`src/rtl/block_unloader.sv`:
```
// Captures one NBYTES-wide block and streams it MSB byte first; first byte valid the cycle after load.
// Holds dout and state while dout_ready_i is low; load_ready_o only in IDLE; done_o pulses after last byte.
module block_unloader #(
   parameter int NBYTES = 16,
   parameter int CW     = 6
) (
   input  logic                  clk_i,
   input  logic                  rst_i,
   input  logic [8*NBYTES-1:0]   block_in_i,
   input  logic                  load_i,
   output logic                  load_ready_o,
   output logic [7:0]            dout_o,
   output logic                  dout_valid_o,
   input  logic                  dout_ready_i,
   output logic                  done_o,
   output logic                  overrun_o
);

   typedef enum logic {
      IDLE = 1'b0,
      SEND = 1'b1
   } state_t;

   localparam logic [CW-1:0] LAST_IDX = CW'(NBYTES - 1);

   state_t              state_q;
   logic [8*NBYTES-1:0] shift_q;
   logic [8*NBYTES-1:0] shift_d;
   logic [CW-1:0]       cnt_q;
   logic [CW-1:0]       cnt_d;
   logic                done_q;
   logic                overrun_q;

   assign shift_d = {shift_q[8*NBYTES-9:0], 8'h00};
   assign cnt_d   = cnt_q + 1'b1;

   always_ff @(posedge clk_i) begin
      if (rst_i) begin
         state_q   <= IDLE;
         shift_q   <= '0;
         cnt_q     <= '0;
         done_q    <= 1'b0;
         overrun_q <= 1'b0;
      end else begin
         done_q <= 1'b0;
         case (state_q)
            IDLE: begin
               if (load_i) begin
                  shift_q <= block_in_i;
                  cnt_q   <= '0;
                  state_q <= SEND;
               end
            end
            SEND: begin
               // A load while streaming is dropped; only the sticky flag records it.
               if (load_i) begin
                  overrun_q <= 1'b1;
               end
               if (dout_ready_i) begin
                  shift_q <= shift_d;
                  if (cnt_q == LAST_IDX) begin
                     cnt_q   <= '0;
                     state_q <= IDLE;
                     done_q  <= 1'b1;
                  end else begin
                     cnt_q <= cnt_d;
                  end
               end
            end
         endcase
      end
   end

   assign load_ready_o = (state_q == IDLE);
   assign dout_valid_o = (state_q == SEND);
   assign dout_o       = (state_q == SEND) ? shift_q[8*NBYTES-1 -: 8] : 8'h00;
   assign done_o       = done_q;
   assign overrun_o    = overrun_q;

endmodule

```
`config.mk`:
```
export PLATFORM = sky130hd
export DESIGN_NAME = block_unloader
export DESIGN_NICKNAME = d
export VERILOG_FILES = /design/src/rtl/block_unloader.sv
export SDC_FILE = /design/constraint.sdc
export NUM_CORES = 1
export LEC_CHECK = 0
export BUFFER_PORTS_ARGS = -buffer_cell sky130_fd_sc_hd__buf_4
export CAP_MARGIN = 25
export CORE_MARGIN = 4
export CORE_UTILIZATION = 54
export CTS_CLUSTER_SIZE = 20
export DETAILED_ROUTE_END_ITERATION = 8
export GPL_ROUTABILITY_DRIVEN = 1
export PLACE_DENSITY = 0.8
export SLEW_MARGIN = 25
export SYNTH_ARGS = -nofsm -noshare
export SYNTH_HDL_FRONTEND = slang
export SYNTH_SLANG_ARGS = --single-unit
```
`constraint.sdc`:
```
create_clock -name clk_i -period 1.8 [get_ports clk_i]
set_input_delay 0.18 -clock clk_i [delete_from_list [all_inputs] [get_ports clk_i]]
set_output_delay 0.18 -clock clk_i [all_outputs]
set_load 0.05 [all_outputs]
```
# Word-level counts from Yosys, hierarchy flattened
# Index checks and enable logic that the tools add are counted.
[op_classes] addsub=1 n_mul=0 div=0 order_cmp=0 n_eq_ne=3 shifts=0 n_mux=13 bitwise_logic=2 n_reduce_logical=3
[op_table] op="128-bit two-way mux" count=2
[op_table] op="128-bit one-hot mux with 2 select lines" count=1
[op_table] op="6-bit two-way mux" count=3
[op_table] op="6-bit one-hot mux with 2 select lines" count=1
[op_table] op="8-bit two-way mux" count=1
[op_table] op="6-bit by 1-bit adder with 6-bit output, second input constant" count=1
[op_table] op="6-bit by 4-bit == test with 1-bit output, second input constant" count=1
[op_table] op="1-bit two-way mux" count=4
[op_table] op="2-bit inequality test, second input constant" count=2
[op_table] op="2-bit AND reduction" count=2
[op_table] op="3-bit OR reduction" count=1
[op_table] op="1-bit inverter" count=2
[op_table] op="1-bit one-hot mux with 2 select lines" count=1
[word_totals] register_bits=137 latchBits=0 mem_bits_rw=0 romBits=0 input_bits=132 output_inout_bits=12 n_memories=0

# Depth between registers and ports, before layout
[depth] ltp_word=4 depth_mapped=6

# Worst setup path after synthesis
# OpenSTA, ideal clock, no wires.
[synth_path] path_type="reg2out" from="register state_q (netlist: dout_valid_o)" to="output dout_o[0]" t_arrival_ns=1.722 required_ns=1.620 setup_slack_ns=-0.102 stages_incl_launch_ff=5 n_path_buf=3 cell_sequence="dfxtp_1 > buf_4 > buf_6 > clkbuf_1 > and2_1"
[synth_via] elab_chain_cells=1
[synth_lines] item="start, declared" line_no="26" rtl="state_t state_q;"
[synth_lines] item="start signal, assigned" line_no="39" rtl="state_q <= IDLE;"
[synth_lines] item="start signal, assigned" line_no="51" rtl="state_q <= SEND;"
[synth_lines] item="start signal, assigned" line_no="63" rtl="state_q <= IDLE;"
[synth_lines] item="8-bit two-way mux" line_no="76" rtl="assign dout_o = (state_q == SEND) ? shift_q[8*NBYTES-1 -: 8] : 8'h00;"
[synth_lines] item="end, declared" line_no="12" rtl="output logic [7:0] dout_o,"
# Every way passes these cells.

# Final worst setup path
[layout_path] from="register state_q (netlist: dout_valid_o)" to="output load_ready_o"
[layout_via] elab_chain_cells=1
[layout_lines] item="1-bit inverter (no source line)"
[layout_lines] item="end, declared" line_no="11" rtl="output logic load_ready_o,"
# Every way passes these cells.

==> impl_results.rst <==
.. list-table::
   :header-rows: 1

   * - Metric
     - Value
   * - Count of buffers from port buffering
     - 143
   * - Routability Congestion
     - 0.802
   * - Count of antenna-violating nets left after detailed routing
     - 0
   * - Cell mode on critical path
     - sky130_fd_sc_hd__buf_4
   * - Basic-gate share of the synthesized area counting and, or, nand and nor cells
     - 10.6%
   * - Portion of netlist area occupied by mux cells
     - 20.2%
   * - Cell leakage power
     - 3.35 nW
   * - I/O pin cnt
     - 144
   * - Ratio of total power to cell area
     - 1040 nW/µm²
   * - Total routing resource utilization after global routing
     - 22.6%
   * - Data required, critical path
     - 1.62 ns
   * - Final worst clock skew
     - 0.00682 ns
   * - Count of endpoints failing hold in the final timing report
     - 0
   * - Kind of critical path
     - flip-flop to primary output
   * - Pre-CTS worst setup slack
     - 0.204 ns
   * - Library cell contributing the largest single delay on the critical path
     - sky130_fd_sc_hd__dfxtp_4
   * - Fraction of synthesized cell area taken by the top area cell type
     - 45.3%
   * - Run status
     - completed
   * - Critical Path Fanout Max
     - 16
   * - Fraction of the mapped netlist area in adder cells
     - 0.207%
   * - Clock latency reported for the late side of the worst-skew pair
     - 0.52 ns
   * - Residual DRC
     - 0
   * - Clock tree from TritonCTS
     - built
   * - Combined buffer and inverter count along the critical path
     - 3
   * - Clock Tree Buf Depth
     - 2
   * - Least-Margin Pin Slew
     - 0.542 ns
   * - Number of antenna violations at the first check in global routing
     - 0
   * - Clock slew at the register clock pins of the worst setup and hold paths
     - 0.06 ns
   * - Overflow left after global routing
     - 0
   * - Final Routed Wirelength
     - 14.7 mm
   * - Xor/xnor cell area share of the yosys netlist
     - 0%
   * - Starting DRT DRC Count
     - 270
   * - Synthesized-area fraction occupied by ao, oa, aoi and oai cells
     - 17.3%
   * - Crit path time final
     - 1.72 ns
   * - Fraction of synthesis flops using an asynchronous set or reset pin
     - 0%
   * - Leading cell types by count after synthesis
     - 137 x sky130_fd_sc_hd__dfxtp_1, 132 x sky130_fd_sc_hd__nor2_1, 121 x sky130_fd_sc_hd__a211oi_1, 121 x sky130_fd_sc_hd__mux2i_1, 21 x sky130_fd_sc_hd__clkbuf_1
   * - Number of endpoints failing setup at the final stage
     - 0
   * - Chain of cells forming the critical path
     - buf_4 > inv_1 > buf_4
   * - HPWL Detailed
     - 9.35 mm
   * - CTS H-tree depth
     - 4
   * - Number of CTS-inserted buffers
     - 17
   * - Max frequency
     - 0.582 GHz
   * - Worst-case vdd ir drop
     - 0.512 mV
   * - Area growth from synthesis to layout
     - 31.6%
   * - Post-synthesis average cell area
     - 9.78 µm²
   * - Max incr delay on CP
     - 0.46 ns
   * - Routed len/inst
     - 16.2 µm
   * - Number of slew-limit violations in the final report
     - 0
   * - Summed negative setup slack over all endpoints
     - 0 ns
   * - YS warnings
     - 0
   * - Die width
     - 114 µm
   * - Cell type group with the largest total delay on the critical path
     - buffers and inverters
   * - Filler cell count
     - 786
   * - Cell taking the most area after synthesis
     - sky130_fd_sc_hd__dfxtp_1
   * - Register bit count reported by yosys
     - 137
   * - Tightest hold margin
     - 0.0145 ns
   * - Number of global-route vias before repair
     - 5,018
   * - Primary flip-flop cell chosen by synthesis mapping
     - sky130_fd_sc_hd__dfxtp_1
   * - Setup repair after global routing missed its margin
     - false
   * - Part of the cycle the worst path needs
     - 95.5%
   * - Post-Syn Nets
     - 752
   * - Height of the die
     - 114 µm
   * - Dominant combinational cell family by area after synthesis
     - multiplexers
   * - CTS Root Buffer Type
     - sky130_fd_sc_hd__clkbuf_8
   * - Crit path setup slack, layout
     - 0.0814 ns
   * - Largest net degree at the start of global routing
     - 69
   * - Layout Nets
     - 885
   * - Final core occ
     - 73.1%
   * - Unique masters post-synth
     - 31
   * - Detailed-routing iteration count for the pre-antenna-repair pass
     - 5
   * - Critical Path AT
     - 1.54 ns
   * - DIE AREA
     - 13,000 µm²
   * - Number of antenna cells inserted
     - 0
   * - Max-cap violations
     - 0
   * - Total core area
     - 10,900 µm²
   * - CTS Sinks
     - 137
   * - Detailed-route vias per instance
     - 5.55
   * - Total number of vias
     - 5,022
   * - Leading cell type by number of instances after synthesis
     - sky130_fd_sc_hd__dfxtp_1
   * - Number of enable flip-flop cells after synthesis
     - 0
   * - Type of the tightest min-delay check
     - input pin to flip-flop
   * - Post-Syn Area
     - 6050 µm²
   * - Global-route wire length before repair
     - 23.6 mm
   * - Kind of start point of the critical path
     - flip-flop
   * - Starting density of the core
     - 55.6%
   * - Share of synthesized area occupied by flip-flops and latches
     - 45.3%
   * - Standard-cell row count
     - 38
   * - CP endpoint kind
     - primary output
   * - Gate count after technology mapping
     - 619
   * - Share of post-route cells with drive strength above 1
     - 25.9%
   * - Main area contributors after synthesis
     - sky130_fd_sc_hd__dfxtp_1 45%, sky130_fd_sc_hd__mux2i_1 20%, sky130_fd_sc_hd__a211oi_1 15%, sky130_fd_sc_hd__nor2_1 8.2%, sky130_fd_sc_hd__buf_6 3.0%
   * - Slew headroom
     - 62.8%
metrics by stage:
stage	total power [mW]	std cells	cell area, µm²
finish	8.31	905	7960
global route	8.67	905	7960
CTS	8.35	904	7930
detailed placement	4.72	855	7100
global placement	4.67	855	7100
floorplan	4.33	619	6060
cells in the final DEF (no fill, tap or decap), types with 2 or more instances in the layout:
cell type,count
sky130_fd_sc_hd__mux2i_1,121
sky130_fd_sc_hd__inv_1,2
sky130_fd_sc_hd__dlygate4sd3_1,16
sky130_fd_sc_hd__clkinv_2,2
sky130_fd_sc_hd__clkbuf_16,18
sky130_fd_sc_hd__a22oi_1,9
sky130_fd_sc_hd__a31oi_1,2
sky130_fd_sc_hd__clkinvlp_4,4
sky130_fd_sc_hd__buf_12,3
sky130_fd_sc_hd__dfxtp_1,136
sky130_fd_sc_hd__buf_4,149
sky130_fd_sc_hd__buf_16,2
sky130_fd_sc_hd__a21oi_1,4
sky130_fd_sc_hd__and2_2,8
sky130_fd_sc_hd__nand2_1,5
sky130_fd_sc_hd__nor2_1,132
sky130_fd_sc_hd__clkbuf_8,4
sky130_fd_sc_hd__a211oi_1,121
sky130_fd_sc_hd__nand3b_1,2
sky130_fd_sc_hd__bufinv_16,3
sky130_fd_sc_hd__nand3_1,3
layout make-up:
type                    count  area (µm²)  share of cell area (%)
well taps                 140         175                    2.20
clock inverters            10         139                    1.74
multi-input cells         421        2950                    37.0
clock buffers              22         484                    6.08
flip-flops and latches    137        2750                    34.5
repair buffers            173        1460                    18.4
inverters                   2        7.51                  0.0943
metal layers:
metal / part of all wire [%] / global-route usage, % / vias up
met5: 0 / 0 / -
met4: 2.0 / 9.98 / 0
met3: 4.8 / 5.62 / 29
met2: 51 / 38.3 / 120
met1: 42 / 27.1 / 2344
li1: - / - / 2529
cell families after synthesis:
logic type,count (synthesis)
AOI/OAI and AO/OA,141
adders and majority gates,1
buffers and inverters,61
DFF,137
muxes,122
and+or+nand+nor,157
tightest hold or removal path, stage by stage:
cell and delay, ns:
sky130_fd_sc_hd__buf_4 0.10, sky130_fd_sc_hd__mux2i_1 0.12, sky130_fd_sc_hd__a211oi_1 0.08
repair_timing:
action,CTS,global route
pin swaps,0,0
setup endpoints to repair,8,9
gates resized for setup,1,3
hold buffers,16,0
hold endpoints to repair,16,0
gates cloned,1,1
buffers inserted,0,0
where the power goes:
group	switching, mW	internal, mW
sequential	0.156	3.31
clock	1.28	2.30
combinational	0.630	0.636
total	2.07	6.24
registers in the layout, indices dropped and copies added (netlist names):
register      flops
shift_q         128
cnt_q             6
dout_valid_o      1
overrun_o         1
done_o            1
final timing paths:
path | startpoint | to | slack [ns] | cells past startpoint
min reg2reg | overrun_o$_SDFFE_PP0P_ | overrun_o$_SDFFE_PP0P_ | 0.48 | 2
max reg2reg | dout_valid_o$_SDFF_PP0_ | shift_q[42]$_SDFFE_PP0P_ | 0.10 | 3
min | block_in_i[123] | shift_q[123]$_SDFFE_PP0P_ | 0.01 | 3
max | dout_valid_o$_SDFF_PP0_ | load_ready_o | 0.08 | 3
Note: power is estimated with default switching activity, not from simulation.
